**src/rtl/i2c_xfer_seq.sv**
```systemverilog
// Autonomous I2C transaction sequencer. Software programs slave address,
// optional register byte, up to four data bytes and GO over APB. The block
// then drives the i2c_master register port through
// INIT, START/address, register byte, repeated START, data bytes and STOP.
// It polls core status after each byte.
//
// Handshakes: APB is zero-wait (PREADY=1) and a write takes effect on the
// clock edge that ends the PSEL&PENABLE&PWRITE cycle. On the core side,
// c_we and c_re are single-cycle strobes, never both high.
// c_do is sampled the cycle after c_re.
module i2c_xfer_seq #(
  parameter int POLL_A = 4,
  parameter int TXRX_A = 3
) (
  input  logic        PCLK,
  input  logic        PRESETn,
  input  logic        PSEL,
  input  logic        PENABLE,
  input  logic        PWRITE,
  input  logic [7:0]  PADDR,
  input  logic [31:0] PWDATA,
  output logic [31:0] PRDATA,
  output logic        PREADY,
  output logic        IRQ,
  output logic [5:0]  c_a,
  output logic [7:0]  c_di,
  output logic        c_we,
  output logic        c_re,
  input  logic [7:0]  c_do,
  output logic [3:0]  dbg_state
);

  typedef enum logic [3:0] {
    S_IDLE, S_INIT0, S_INIT1, S_INIT2, S_TX, S_CMD, S_POLL_RD, S_POLL_EV,
    S_RX_RD, S_RX_CAP, S_STOP_CMD, S_STOP_RD, S_STOP_EV, S_FIN
  } state_t;

  typedef enum logic [1:0] {PH_AW, PH_RG, PH_AR, PH_D} phase_t;

  localparam logic [5:0] A_POLL = 6'(POLL_A);
  localparam logic [5:0] A_TXRX = 6'(TXRX_A);

  state_t      state_q, state_n, adv_state;
  phase_t      phase_q, phase_n, adv_phase;
  logic [1:0]  idx_q, idx_n, adv_idx;

  logic        rnw, regen;
  logic [1:0]  nb_m1;
  logic [6:0]  sla;
  logic [7:0]  reg_b;
  logic [31:0] data_r;
  logic        busy, done, nack, al;
  logic [15:0] prescale;
  logic        im;

  logic        wr, start, set_done, set_nack, set_al, clr_busy, cap_en;
  logic [2:0]  sel;
  logic        last, write_type;
  logic [7:0]  tx_byte, cmd_byte;
  logic        unused_paddr;

  assign wr           = PSEL & PENABLE & PWRITE;
  assign sel          = PADDR[4:2];
  assign start        = wr && (sel == 3'd0) && PWDATA[0] && !busy;
  assign PREADY       = 1'b1;
  assign IRQ          = done & im;
  assign dbg_state    = state_q;
  assign unused_paddr = ^{PADDR[7:5], PADDR[1:0]};

  assign last       = (idx_q == nb_m1);
  assign write_type = (phase_q != PH_D) || !rnw;

  // Byte sent in the TX step and command sent in the CMD step of the current phase.
  always_comb begin
    tx_byte  = data_r[{idx_q, 3'b000} +: 8];
    cmd_byte = 8'h90;
    case (phase_q)
      PH_AW: begin tx_byte = {sla, 1'b0}; cmd_byte = 8'h90; end
      PH_RG: begin tx_byte = reg_b;       cmd_byte = 8'h10; end
      PH_AR: begin tx_byte = {sla, 1'b1}; cmd_byte = 8'h90; end
      default: begin
        if (rnw) cmd_byte = last ? 8'h68 : 8'h20;
        else     cmd_byte = last ? 8'h50 : 8'h10;
      end
    endcase
  end

  // Next phase after a successful one; read bytes skip the TX step.
  always_comb begin
    adv_phase = phase_q;
    adv_idx   = idx_q;
    adv_state = S_TX;
    case (phase_q)
      PH_AW: begin adv_phase = regen ? PH_RG : PH_D; adv_idx = 2'd0; end
      PH_RG: begin adv_phase = rnw ? PH_AR : PH_D;   adv_idx = 2'd0; end
      PH_AR: begin adv_phase = PH_D;                 adv_idx = 2'd0; end
      default: begin
        if (last) adv_state = S_FIN;
        else      adv_idx = idx_q + 2'd1;
      end
    endcase
    if (adv_state != S_FIN && adv_phase == PH_D && rnw) adv_state = S_CMD;
  end

  // Sequencer next-state and core-port strobes.
  always_comb begin
    state_n  = state_q;
    phase_n  = phase_q;
    idx_n    = idx_q;
    c_a      = 6'd0;
    c_di     = 8'd0;
    c_we     = 1'b0;
    c_re     = 1'b0;
    set_done = 1'b0;
    set_nack = 1'b0;
    set_al   = 1'b0;
    clr_busy = 1'b0;
    cap_en   = 1'b0;
    case (state_q)
      S_IDLE:  if (start) state_n = S_INIT0;
      S_INIT0: begin c_we = 1'b1; c_a = 6'd0; c_di = prescale[7:0];  state_n = S_INIT1; end
      S_INIT1: begin c_we = 1'b1; c_a = 6'd1; c_di = prescale[15:8]; state_n = S_INIT2; end
      S_INIT2: begin
        c_we    = 1'b1;
        c_a     = 6'd2;
        c_di    = 8'h80;
        phase_n = (regen || !rnw) ? PH_AW : PH_AR;
        idx_n   = 2'd0;
        state_n = S_TX;
      end
      S_TX:      begin c_we = 1'b1; c_a = A_TXRX; c_di = tx_byte;  state_n = S_CMD; end
      S_CMD:     begin c_we = 1'b1; c_a = A_POLL; c_di = cmd_byte; state_n = S_POLL_RD; end
      S_POLL_RD: begin c_re = 1'b1; c_a = A_POLL; state_n = S_POLL_EV; end
      S_POLL_EV: begin
        if (c_do[1]) begin
          state_n = S_POLL_RD;
        end else if (c_do[5]) begin
          set_al   = 1'b1;
          set_done = 1'b1;
          clr_busy = 1'b1;
          state_n  = S_IDLE;
        end else if (c_do[7] && write_type) begin
          set_nack = 1'b1;
          state_n  = S_STOP_CMD;
        end else if (!write_type) begin
          state_n = S_RX_RD;
        end else begin
          phase_n = adv_phase;
          idx_n   = adv_idx;
          state_n = adv_state;
        end
      end
      S_RX_RD:  begin c_re = 1'b1; c_a = A_TXRX; state_n = S_RX_CAP; end
      S_RX_CAP: begin
        cap_en  = 1'b1;
        phase_n = adv_phase;
        idx_n   = adv_idx;
        state_n = adv_state;
      end
      S_STOP_CMD: begin c_we = 1'b1; c_a = A_POLL; c_di = 8'h40; state_n = S_STOP_RD; end
      S_STOP_RD:  begin c_re = 1'b1; c_a = A_POLL; state_n = S_STOP_EV; end
      S_STOP_EV: begin
        if (c_do[5]) set_al = 1'b1;
        state_n = c_do[1] ? S_STOP_RD : S_FIN;
      end
      S_FIN: begin set_done = 1'b1; clr_busy = 1'b1; state_n = S_IDLE; end
      default: state_n = S_IDLE;
    endcase
  end

  // Sequencer state, current phase and data byte index.
  always_ff @(posedge PCLK or negedge PRESETn) begin
    if (!PRESETn) begin
      state_q <= S_IDLE;
      phase_q <= PH_AW;
      idx_q   <= 2'd0;
    end else begin
      state_q <= state_n;
      phase_q <= phase_n;
      idx_q   <= idx_n;
    end
  end

  // Register file: APB writes (locked while busy), W1C status, sequencer updates.
  always_ff @(posedge PCLK or negedge PRESETn) begin
    if (!PRESETn) begin
      rnw <= 1'b0; regen <= 1'b0; nb_m1 <= 2'd0;
      sla <= 7'd0; reg_b <= 8'd0; data_r <= 32'd0;
      busy <= 1'b0; done <= 1'b0; nack <= 1'b0; al <= 1'b0;
      prescale <= 16'd0; im <= 1'b0;
    end else begin
      if (wr && !busy) begin
        case (sel)
          3'd0: begin rnw <= PWDATA[1]; nb_m1 <= PWDATA[3:2]; regen <= PWDATA[4]; end
          3'd1: begin sla <= PWDATA[6:0]; reg_b <= PWDATA[15:8]; end
          3'd2: data_r <= PWDATA;
          3'd4: prescale <= PWDATA[15:0];
          default: ;
        endcase
      end
      if (wr && sel == 3'd5) im <= PWDATA[0];
      if (wr && sel == 3'd3) begin
        if (PWDATA[1]) done <= 1'b0;
        if (PWDATA[2]) nack <= 1'b0;
        if (PWDATA[3]) al   <= 1'b0;
      end
      if (start) begin
        busy <= 1'b1; done <= 1'b0; nack <= 1'b0; al <= 1'b0;
      end
      if (set_done) done <= 1'b1;
      if (set_nack) nack <= 1'b1;
      if (set_al)   al   <= 1'b1;
      if (clr_busy) busy <= 1'b0;
      if (cap_en)   data_r[{idx_q, 3'b000} +: 8] <= c_do;
    end
  end

  // APB read mux.
  always_comb begin
    PRDATA = 32'd0;
    case (sel)
      3'd0: PRDATA = {27'd0, regen, nb_m1, rnw, 1'b0};
      3'd1: PRDATA = {16'd0, reg_b, 1'b0, sla};
      3'd2: PRDATA = data_r;
      3'd3: PRDATA = {28'd0, al, nack, done, busy};
      3'd4: PRDATA = {16'd0, prescale};
      3'd5: PRDATA = {31'd0, im};
      default: PRDATA = 32'd0;
    endcase
  end

endmodule

```
**config.mk**
```make
export PLATFORM = sky130hd
export DESIGN_NAME = i2c_xfer_seq
export DESIGN_NICKNAME = d
export VERILOG_FILES = /design/src/rtl/i2c_xfer_seq.sv
export SDC_FILE = /design/constraint.sdc
export NUM_CORES = 1
export LEC_CHECK = 0
export ABC_AREA = 0
export BUFFER_PORTS_ARGS = -buffer_cell sky130_fd_sc_hd__buf_2
export CAP_MARGIN = 15
export CELL_PAD_IN_SITES_DETAIL_PLACEMENT = 1
export CELL_PAD_IN_SITES_GLOBAL_PLACEMENT = 1
export CORE_UTILIZATION = 35
export DETAILED_ROUTE_END_ITERATION = 8
export GPL_TIMING_DRIVEN = 0
export PLACE_DENSITY_LB_ADDON = 0.3
export SYNTH_ARGS = -nofsm -noshare
export SYNTH_HDL_FRONTEND = slang
export SYNTH_SLANG_ARGS = --single-unit
```
**constraint.sdc**
```tcl
create_clock -name PCLK -period 2.85 [get_ports PCLK]
set_input_delay 0.57 -clock PCLK [delete_from_list [all_inputs] [get_ports PCLK]]
set_output_delay 0.57 -clock PCLK [all_outputs]
set_load 0.02 [all_outputs]
```
==> results.tsv, run 1 <==
metric	value	unit
status	complete, no violations	
die_x	124.3	µm
drive_gt1_share	35.90	%
diodes	0	
ys_seq_elements	80	
path_common_cell	buf_2	
reg2reg_from	idx_q[0]$_DFFE_PN0P_	
cp-startpoint	PADDR[3]	
grt-ovfl-total	0	
grt_pass1_wl	29070	µm
gp_congestion	0.8914	
clkTransAtPathRegs	0.06	ns
tightest_slew	0.8585	ns
yosys.area.top_type	dfrtp_1	
syn-cell-area	0.005236	mm²
timing.hold.ws	0.1984	ns
start_util	35.89	%
synth_top_family_by_area	multiplexers	
cpPeakStageDelay	0.52	ns
powerDensity	857.3	mW/mm²
synth_edf_count	0	
min_path_type	primary input to asynchronous set/reset pin	
cap_violations	0	
synth_ff_type	dfrtp_1	
ant_nets	0	
rows	44	
path_delay_family	buffers and inverters	
max_freq	0.3527	GHz
cts_tree	built	
hold_viol_final	0	
finalNetCount	669	
synthSimpleGateAreaFrac	13.84	%
setup_violations	0	
worstPathArrival	2.27	ns
crit_path_end_kind	output pin	
drt-total-wl	18570	µm
port_buffers	93	
fp.coreArea	0.01459	mm²
synthMuxAreaShare	19.74	%
syn_inst	500	
worst-path-buf-inv	3	
cts_sinks	80	
ctsLongestPathBuffers	2	
fin_crit_sh	99.48	%
clock-root-buffer	clkbuf_16	
viasPerCell	5.880	
synth_warnings	0	
fin_worst_skew	0.004812	ns
rsz0062_at_grt	yes	
die-area	0.01545	mm²
synth_compound_area_share	19.09	%
path_max_fanout	10	
die_h	124.3	µm
design_power_total	5480	µW
synth_common_cells	80 x dfrtp_1, 38 x mux2i_1, 37 x mux2_2, 31 x o2bb2ai_1, 26 x nand2_1	
fin_crit	2.835	ns
start_kind	primary input	
report.final.slew_viol_count	0	
netlist.area_leader.share	38.23	%
syn_avg_cell_area	10.47	µm²
dp_slack	0.03463	ns
grt_pass1_vias	4970	
cp.required	2.28	ns
max_slew_margin	42.46	%
route.detailed.drc	0	
dp_hpwl	14120	µm
antenna_found_initial	0	
yosys-top-cells-area	dfrtp_1 38%, mux2_2 8.0%, mux2i_1 7.3%	
syn2layout_area_growth	22.08	%
irDropWorstVdd	322.3	µV
vias	4669	
synth_adder_area_share	2.628	%
clock_latency	0.35	ns
ys_types	60	
yosysSeqAreaShare	38.23	%
firstDrtPassIters	5	
critPathSlowestCell	clkbuf_1	
crit_path_cell_trace	buf_2 > nor2b_1 > clkbuf_1 > a22oi_1 > o21ai_0 > buf_2	
worstSetupPathType	primary input to output pin	
drtIter0Drc	292	
grt_max_degree	42	
p_leak	0.002776	µW
setup_slack	0.01495	ns
wire_per_inst	23.38	µm
numCtsBuffers	9	
num_io_pins	107	
yosysMostFrequentCell	dfrtp_1	
synth_xor_area_share	0.4779	%
htreeDepth	3	
async_reset_ff_share	100.0	%
grt_usage	24.59	%
-- power breakdown --
part           internal [µW]  total (µW)  switching, µW
logic                    978        2360           1390
registers               1480        1870            388
clock network            751        1250            498
total                   3210        5480           2270
-- cells in the final DEF, fill, tap and decap left out, drive strengths merged, types with 5 or more instances in the layout --
cell type,n
buf,125
dfrtp,80
mux2i,38
mux2,38
o2bb2ai,31
clkbuf,29
nand2,26
o21ai,25
nor2,21
a21oi,18
and2,17
nor2b,17
a22oi,15
nand2b,11
ha,11
mux4,10
inv,10
o22ai,7
a221oi,7
o32ai,7
and3,6
nor3,5
-- state kept, by name, summed over array words and instances, names as in the netlist --
name / count
nack: 1
rnw: 1
prescale: 16
dbg_state: 4
done: 1
regen: 1
al: 1
nb_m1: 2
im: 1
idx_q: 2
data_r: 32
busy: 1
reg_b: 8
phase_q: 2
sla: 7
-- worst paths after layout --
check,to,slack [ns],depth (start not counted)
max in group asynchronous,data_r[12]$_DFF_PN0_,2.04,2
setup reg to reg,data_r[31]$_DFF_PN0_,0.65,6
min in group PCLK,prescale[10]$_DFFE_PN0P_,0.49,2
hold / removal,dbg_state[0]$_DFFE_PN0P_,0.20,1
setup / recovery,PRDATA[11],0.01,6
hold reg to reg,prescale[6]$_DFFE_PN0P_,0.55,1
-- layout make-up --
type                    count  area [µm²]
fillers                  1638        8197
multi-input cells         363        3034
flip-flops and latches     80        2006
repair buffers             96       503.0
plain buffers              46       270.3
clock buffers              12       266.5
well taps                 184       230.2
clock inverters             4       48.80
inverters                   9       33.78
-- what timing repair did --
item | CTS | global route
pin swaps | 0 | 1
hold buffers | 0 | 0
endpoints found under the setup margin | 8 | 21
gates cloned | 0 | 0
resized for setup | 11 | 20
buffers inserted | 0 | 2
-- routing by layer --
metal  global-route usage [%]  up-vias  share of wire, %  routed length (µm)
met2                    39.16      183                48                8876
li1                         -     2076                 -                   -
met3                    3.565       31               4.9                 912
met5                        0        -                 0                   0
met4                    11.48        0               2.6                 477
met1                    32.89     2379                45                8299
-- metrics by stage --
step / instance area, µm² / util [%] / instances / TNS (ns)
after floorplan: 5244 / - / 502 / 0
after global placement: 5939 / 40.71 / 779 / 0
after detailed placement: 5962 / 40.87 / 780 / 0
after CTS: 6314 / 43.28 / 794 / -0.06024
after global routing: 6392 / 43.82 / 794 / -0.03485
final: 6392 / 43.82 / 794 / 0
-- kinds of logic after synthesis --
family          Yosys count
simple gates            124
compound gates          136
xor+xnor                  2
mux                      86
fa+ha+maj                11
other cells               2
buf+inv                  59
flops                    80
(Power assumes the default switching activity.)
==> run 2, diff against run 1 <==
Settings changed: SETUP_SLACK_MARGIN from default to 0.05.
==> run 2 against run 1 <==
- non-clock buffer count is 3 higher
- clock skew is 0.0010 ns lower
- sequential share of layout area is 0.27 points lower
- critical endpoint is now c_di[3]
- maximum frequency is 2.2% higher
- first-iteration DRC count is 7.2% lower
- core utilization is 0.38 points higher
- wire length is 0.82% higher
- power is 1.6% higher
- design area is 0.86% higher
- worst setup slack better by 0.061 ns
- combinational power is 4% higher
- register-to-register slack hardly changed
==> results.tsv, run 2 (synthesis results as in run 1) <==
metric	value	unit	change
route.detailed.drc	0		unchanged
numCtsBuffers	9		unchanged
cap_violations	0		unchanged
grt_pass1_wl	29270	µm	+0.69%
largest_reg_flops	32		unchanged
hold_viol_final	0		unchanged
postPlaceCellArea	0.005962	mm²	unchanged
dp_hpwl	14120	µm	unchanged
worstSetupPathType	flop to output pin		
grt_usage	24.72	%	+0.13 points
layout.cells.most_common	buf_2		
cts_hold_buf	0		unchanged
max_slew_margin	43.49	%	+1.0 points
vias	4664		-0.11%
rsz0062_at_grt	no		
drt-total-wl	18720	µm	+0.82%
rows	44		unchanged
viasPerCell	5.852		-0.48%
diodes	0		unchanged
min_path_type	primary input to asynchronous set/reset pin		
max_freq	0.3605	GHz	+2.2%
finalNetCount	672		+0.45%
powerDensity	863.7	mW/mm²	+0.74%
firstDrtPassIters	5		unchanged
largest_register	data_r		
p_leak	0.002807	µW	+1.1%
cp.required	2.28	ns	about the same
n_fill_cell	1637		-0.061%
irDropWorstVdd	338.1	µV	+4.9%
drive_gt1_share	37.52	%	+1.6 points
grt-ovfl-total	0		unchanged
fp.coreArea	0.01459	mm²	unchanged
ctsLongestPathBuffers	2		unchanged
grt_pass1_vias	4992		+0.44%
drtIter0Drc	271		-7.2%
gp_congestion	0.8914		unchanged
layout_common_cells	110 x buf_2, 77 x dfrtp_1, 38 x mux2i_1		
setup_violations	0		unchanged
dp_slack	0.03463	ns	unchanged
crit_path_end_kind	output pin		
fin_worst_skew	0.003792	ns	-0.001020 ns
path_max_fanout	5		-5
wire_per_inst	23.49	µm	+0.44%
cts_sinks	80		unchanged
status	complete, no violations		
die_x	124.3	µm	unchanged
fin_crit	2.774	ns	-0.06085 ns
die-area	0.01545	mm²	unchanged
die_h	124.3	µm	unchanged
cts_tree	built		
seqCellArea	0.002006	mm²	unchanged
clock-root-buffer	clkbuf_16		
multiInputGateArea	0.003063	mm²	+0.95%
ant_nets	0		unchanged
start_kind	flop		
port_buffers	93		unchanged
antenna_found_initial	0		unchanged
clock_latency	0.35	ns	about the same
tightest_slew	0.8430	ns	-0.01548 ns
top_regs	data_r (32), prescale (16), reg_b (8)		
start_util	35.89	%	unchanged
setup_slack	0.07580	ns	+0.06085 ns
finalSetupTns	0	ns	unchanged
clkTransAtPathRegs	0.06	ns	about the same
stdcell_area	0.006447	mm²	+0.86%
worstPathArrival	2.20	ns	-0.07 ns
syn2layout_area_growth	23.13	%	
num_io_pins	107		unchanged
report.final.slew_viol_count	0		unchanged
grt_max_degree	42		unchanged
fin_crit_sh	97.34	%	-2.1 points
htreeDepth	3		unchanged
run 2: cell types whose count changed in the layout (fill, tap and decap cells not counted), sizes merged:
cell	previous run	this run
clkbuf	29	26
buf	125	131
run 2: stage by stage:
stage	utilization (%)	power [µW]	std cells	hold WS (ns)
2_1_floorplan	-	3237	502	0.2744
3_3_place_gp	40.71	3979	779	0.5116
3_5_place_dp	40.87	4078	780	0.5312
4_1_cts	43.70	5439	796	0.2293
5_1_grt	44.19	5826	797	0.2618
6_report	44.19	5569	797	0.2050
run 2: path summary, 6_finish.rpt:
kind | from | to | slack, ns | cells past startpoint
setup / recovery | phase_q[0]$_DFFE_PN0P_ | c_di[3] | 0.08 | 7
hold / removal | PRESETn | dbg_state[0]$_DFFE_PN0P_ | 0.20 | 1
setup reg to reg | phase_q[0]$_DFFE_PN0P_ | idx_q[0]$_DFFE_PN0P_ | 0.64 | 6
hold reg to reg | prescale[6]$_DFFE_PN0P_ | prescale[6]$_DFFE_PN0P_ | 0.54 | 1
max in group asynchronous | PRESETn | data_r[22]$_DFF_PN0_ | 2.03 | 2
min in group PCLK | PWDATA[10] | prescale[10]$_DFFE_PN0P_ | 0.49 | 2
run 2: metal layers:
metal,up-vias,wire [µm],global-route usage (%)
li1,2076,-,-
met1,2372,8282,33.04
met2,182,9002,39.65
met3,34,892,3.479
met4,0,541,11.20
met5,-,0,0
run 2: cell type report:
class	count	share of cell area, %
multi-input cells	363	47.51
flip-flops and latches	80	31.11
repair buffers	98	8.073
plain buffers	47	4.328
clock buffers	12	4.134
well taps	184	3.571
clock inverters	4	0.7568
inverters	9	0.5240
run 2: power by group:
group          switching, µW  internal (µW)  leakage [µW]
clock network            495            751      0.000159
logic                   1410           1040       0.00163
registers                394           1480       0.00102
run 2: what timing repair did:
| item | 4_1_cts | 5_1_grt |
|---|---|---|
| setup endpoints to repair | 19 | 18 |
| pin swaps | 1 | 1 |
| buffers inserted | 2 | 2 |
| gates resized for setup | 22 | 25 |
run 2: worst max-delay path, cell delays in order (launching register included):
cell	delay, ns
dfrtp_2	0.41
inv_1	0.10
ha_1	0.20
or2_4	0.30
a221oi_2	0.26
nor3_1	0.09
a211o_1	0.32
buf_2	0.17
==> run 3, diff against run 2 <==
Settings changed: ABC_CLOCK_PERIOD_IN_PS from default to 2850, CORE_UTILIZATION 35 to 43.
==> run 3 against run 2 <==
- the run now ends with design-rule violations left
- global-route usage up 6.3 points
- die area shrank 18%
- power decreased by 2.4%
- combinational power barely moved
- clock power fell by 12%
- sequential cell count unchanged
- worst setup slack improved by 0.020 ns
- non-clock buffer count is 2 higher
- hold slack got worse by 0.093 ns
- first-iteration DRC count rose by 25%
- largest power group unchanged
==> results.tsv, run 3 (synthesis results as in run 1) <==
metric	value	unit	change
status	complete, but fails checks		
violations	design-rule violations		
antenna_found_initial	0		unchanged
irDropWorstVdd	325.1	µV	-3.8%
rows	39		-11%
critPathSlowestCell	dfrtp_2		
postPlaceCellArea	0.005918	mm²	-0.73%
max_freq	0.3631	GHz	+0.73%
fin_worst_skew	0.005528	ns	+0.001737 ns
fp.coreArea	0.01166	mm²	-20%
cp-startpoint	phase_q[0]$_DFFE_PN0P_		
setup_violations	0		unchanged
firstDrtPassIters	7		+2
grt_pass1_wl	29330	µm	+0.19%
largest_register	data_r		
critPathCapture	c_di[6]		
cts_sinks	80		unchanged
port_buffers	93		unchanged
cap_violations	0		unchanged
vias	4801		+2.9%
clock-root-buffer	clkbuf_16		
finalNetCount	674		+0.30%
finalSetupTns	0	ns	unchanged
max_slew_margin	41.71	%	-1.8 points
powerDensity	854.2	mW/mm²	-1.1%
viasPerCell	6.342		+8.4%
drive_gt1_share	37.30	%	-0.22 points
hold_viol_final	0		unchanged
layout_common_cells	108 x buf_2, 77 x dfrtp_1, 38 x mux2i_1		
cts_tree	built		
reg2reg_from	phase_q[0]$_DFFE_PN0P_		
start_kind	flop		
ctsLongestPathBuffers	2		unchanged
die_h	112.4	µm	-9.6%
rr_worst_depth	6		unchanged
worstSetupPathType	flop to output pin		
drt-total-wl	18920	µm	+1.1%
grt_usage	30.98	%	+6.3 points
drtIter0Drc	339		+25%
largest_reg_flops	32		unchanged
route.detailed.drc	2		+2
tightest_slew	0.8696	ns	+0.02655 ns
crit_path_end_kind	output pin		
p_leak	0.002792	µW	-0.54%
layout.cells.most_common	buf_2		
fin_crit_sh	96.63	%	-0.71 points
stdcell_area	0.006365	mm²	-1.3%
cpPeakStageDelay	0.44	ns	+0.03 ns
fin_cells	757		-5.0%
htreeDepth	3		unchanged
report.final.slew_viol_count	0		unchanged
dp_hpwl	14130	µm	about the same
num_io_pins	107		unchanged
worstPathArrival	2.18	ns	-0.02 ns
reg2reg_slack	0.64	ns	about the same
top_regs	data_r (32), prescale (16), reg_b (8)		
n_fill_cell	1310		-20%
cts_hold_buf	0		unchanged
gp_congestion	0.8677		-2.7%
start_util	44.90	%	+9.0 points
die_x	112.4	µm	-9.6%
die-area	0.01262	mm²	-18%
path_max_fanout	6		+1
clkTransAtPathRegs	0.06	ns	about the same
grt-ovfl-total	0		unchanged
syn2layout_area_growth	21.55	%	
fin_crit	2.754	ns	-0.02012 ns
timing.hold.ws	0.1120	ns	-0.09303 ns
worstReg2RegEnd	idx_q[0]$_DFFE_PN0P_		
crit_path_cell_trace	inv_2 > ha_2 > or2_4 > a221oi_2 > nor3_1 > or3_4 > buf_6		
cp.required	2.28	ns	about the same
place_inst	739		-5.3%
grt_pass1_vias	5037		+0.90%
ant_nets	0		unchanged
wire_per_inst	24.99	µm	+6.4%
rsz0062_at_grt	yes		
numCtsBuffers	9		unchanged
diodes	0		unchanged
utilization	54.58	%	+10 points
min_path_type	primary input to asynchronous set/reset pin		
grt_max_degree	63		+50%
clock_latency	0.34	ns	about the same
==> run 3: cell count changes in the layout (fill, tap and decap cells not counted), moves of 2 or more <==
| cell | previous run | this run |
|---|---|---|
| buf_6 | 5 | 7 |
| buf_2 | 110 | 108 |
| clkbuf_8 | 3 | 1 |
| inv_1 | 9 | 7 |
| clkbuf_4 | 0 | 2 |
| inv_2 | 0 | 2 |
==> run 3: cell type report <==
cell class              instances  area [µm²]  area share [%]
plain buffers                  47       285.3           4.482
clock buffers                  11       242.7           3.814
clock inverters                 4       30.03          0.4718
inverters                       9       33.78          0.5308
multi-input cells             363        3039           47.75
flip-flops and latches         80        2006           31.51
well taps                     143       178.9           2.811
repair buffers                100       549.3           8.630
==> run 3: per-layer routing <==
| layer | GRT usage (%) | wire, µm | vias up | part of all wire (%) |
|---|---|---|---|---|
| met4 | 11.56 | 497 | 0 | 2.6 |
| met5 | 0 | 0 | - | 0 |
| met3 | 6.317 | 1419 | 42 | 7.5 |
| met2 | 53.33 | 9392 | 240 | 50 |
| met1 | 38.46 | 7607 | 2429 | 40 |
| li1 | - | - | 2090 | - |
==> run 3: power breakdown <==
| part | internal, µW | total, µW | switching [µW] |
|---|---|---|---|
| Clock | 613 | 1100 | 491 |
| Combinational | 1040 | 2460 | 1420 |
| Sequential | 1480 | 1870 | 395 |
==> run 3: worst min-delay path by stage <==
stage / to / start / slack (ns)
6_report: data_r[11]$_DFF_PN0_ / PRESETn / 0.11
5_1_grt: data_r[11]$_DFF_PN0_ / PRESETn / 0.13
4_1_cts: data_r[11]$_DFF_PN0_ / PRESETn / 0.11
3_5_place_dp: data_r[11]$_DFF_PN0_ / PRESETn / 0.47
3_3_place_gp: nack$_DFFE_PN0P_ / nack$_DFFE_PN0P_ / 0.51
2_1_floorplan: al$_DFFE_PN0P_ / PRESETn / 0.27
==> run 3: worst max-delay path: cells and delay by family (launching register included) <==
| family | cells | cell delay, ns |
|---|---|---|
| AND/OR/NAND/NOR | 3 | 0.76 |
| flip-flops | 1 | 0.44 |
| AO/OA/AOI/OAI | 1 | 0.23 |
| adder cells (fa/ha/maj) | 1 | 0.21 |
| buffers and inverters | 2 | 0.22 |
==> run 3: per-stage QoR <==
stage               setup WS [ns]  total power, µW
global placement           0.1079             3955
CTS                       0.03935             5236
floorplan                  0.4501             3237
finish                    0.09592             5437
global route              0.01274             5693
detailed placement        0.01393             4058
==> run 3: what timing repair did <==
item,4_1_cts,5_1_grt
setup endpoints to repair,18,26
buffers inserted,0,6
pin swaps,1,2
resized for setup,17,31
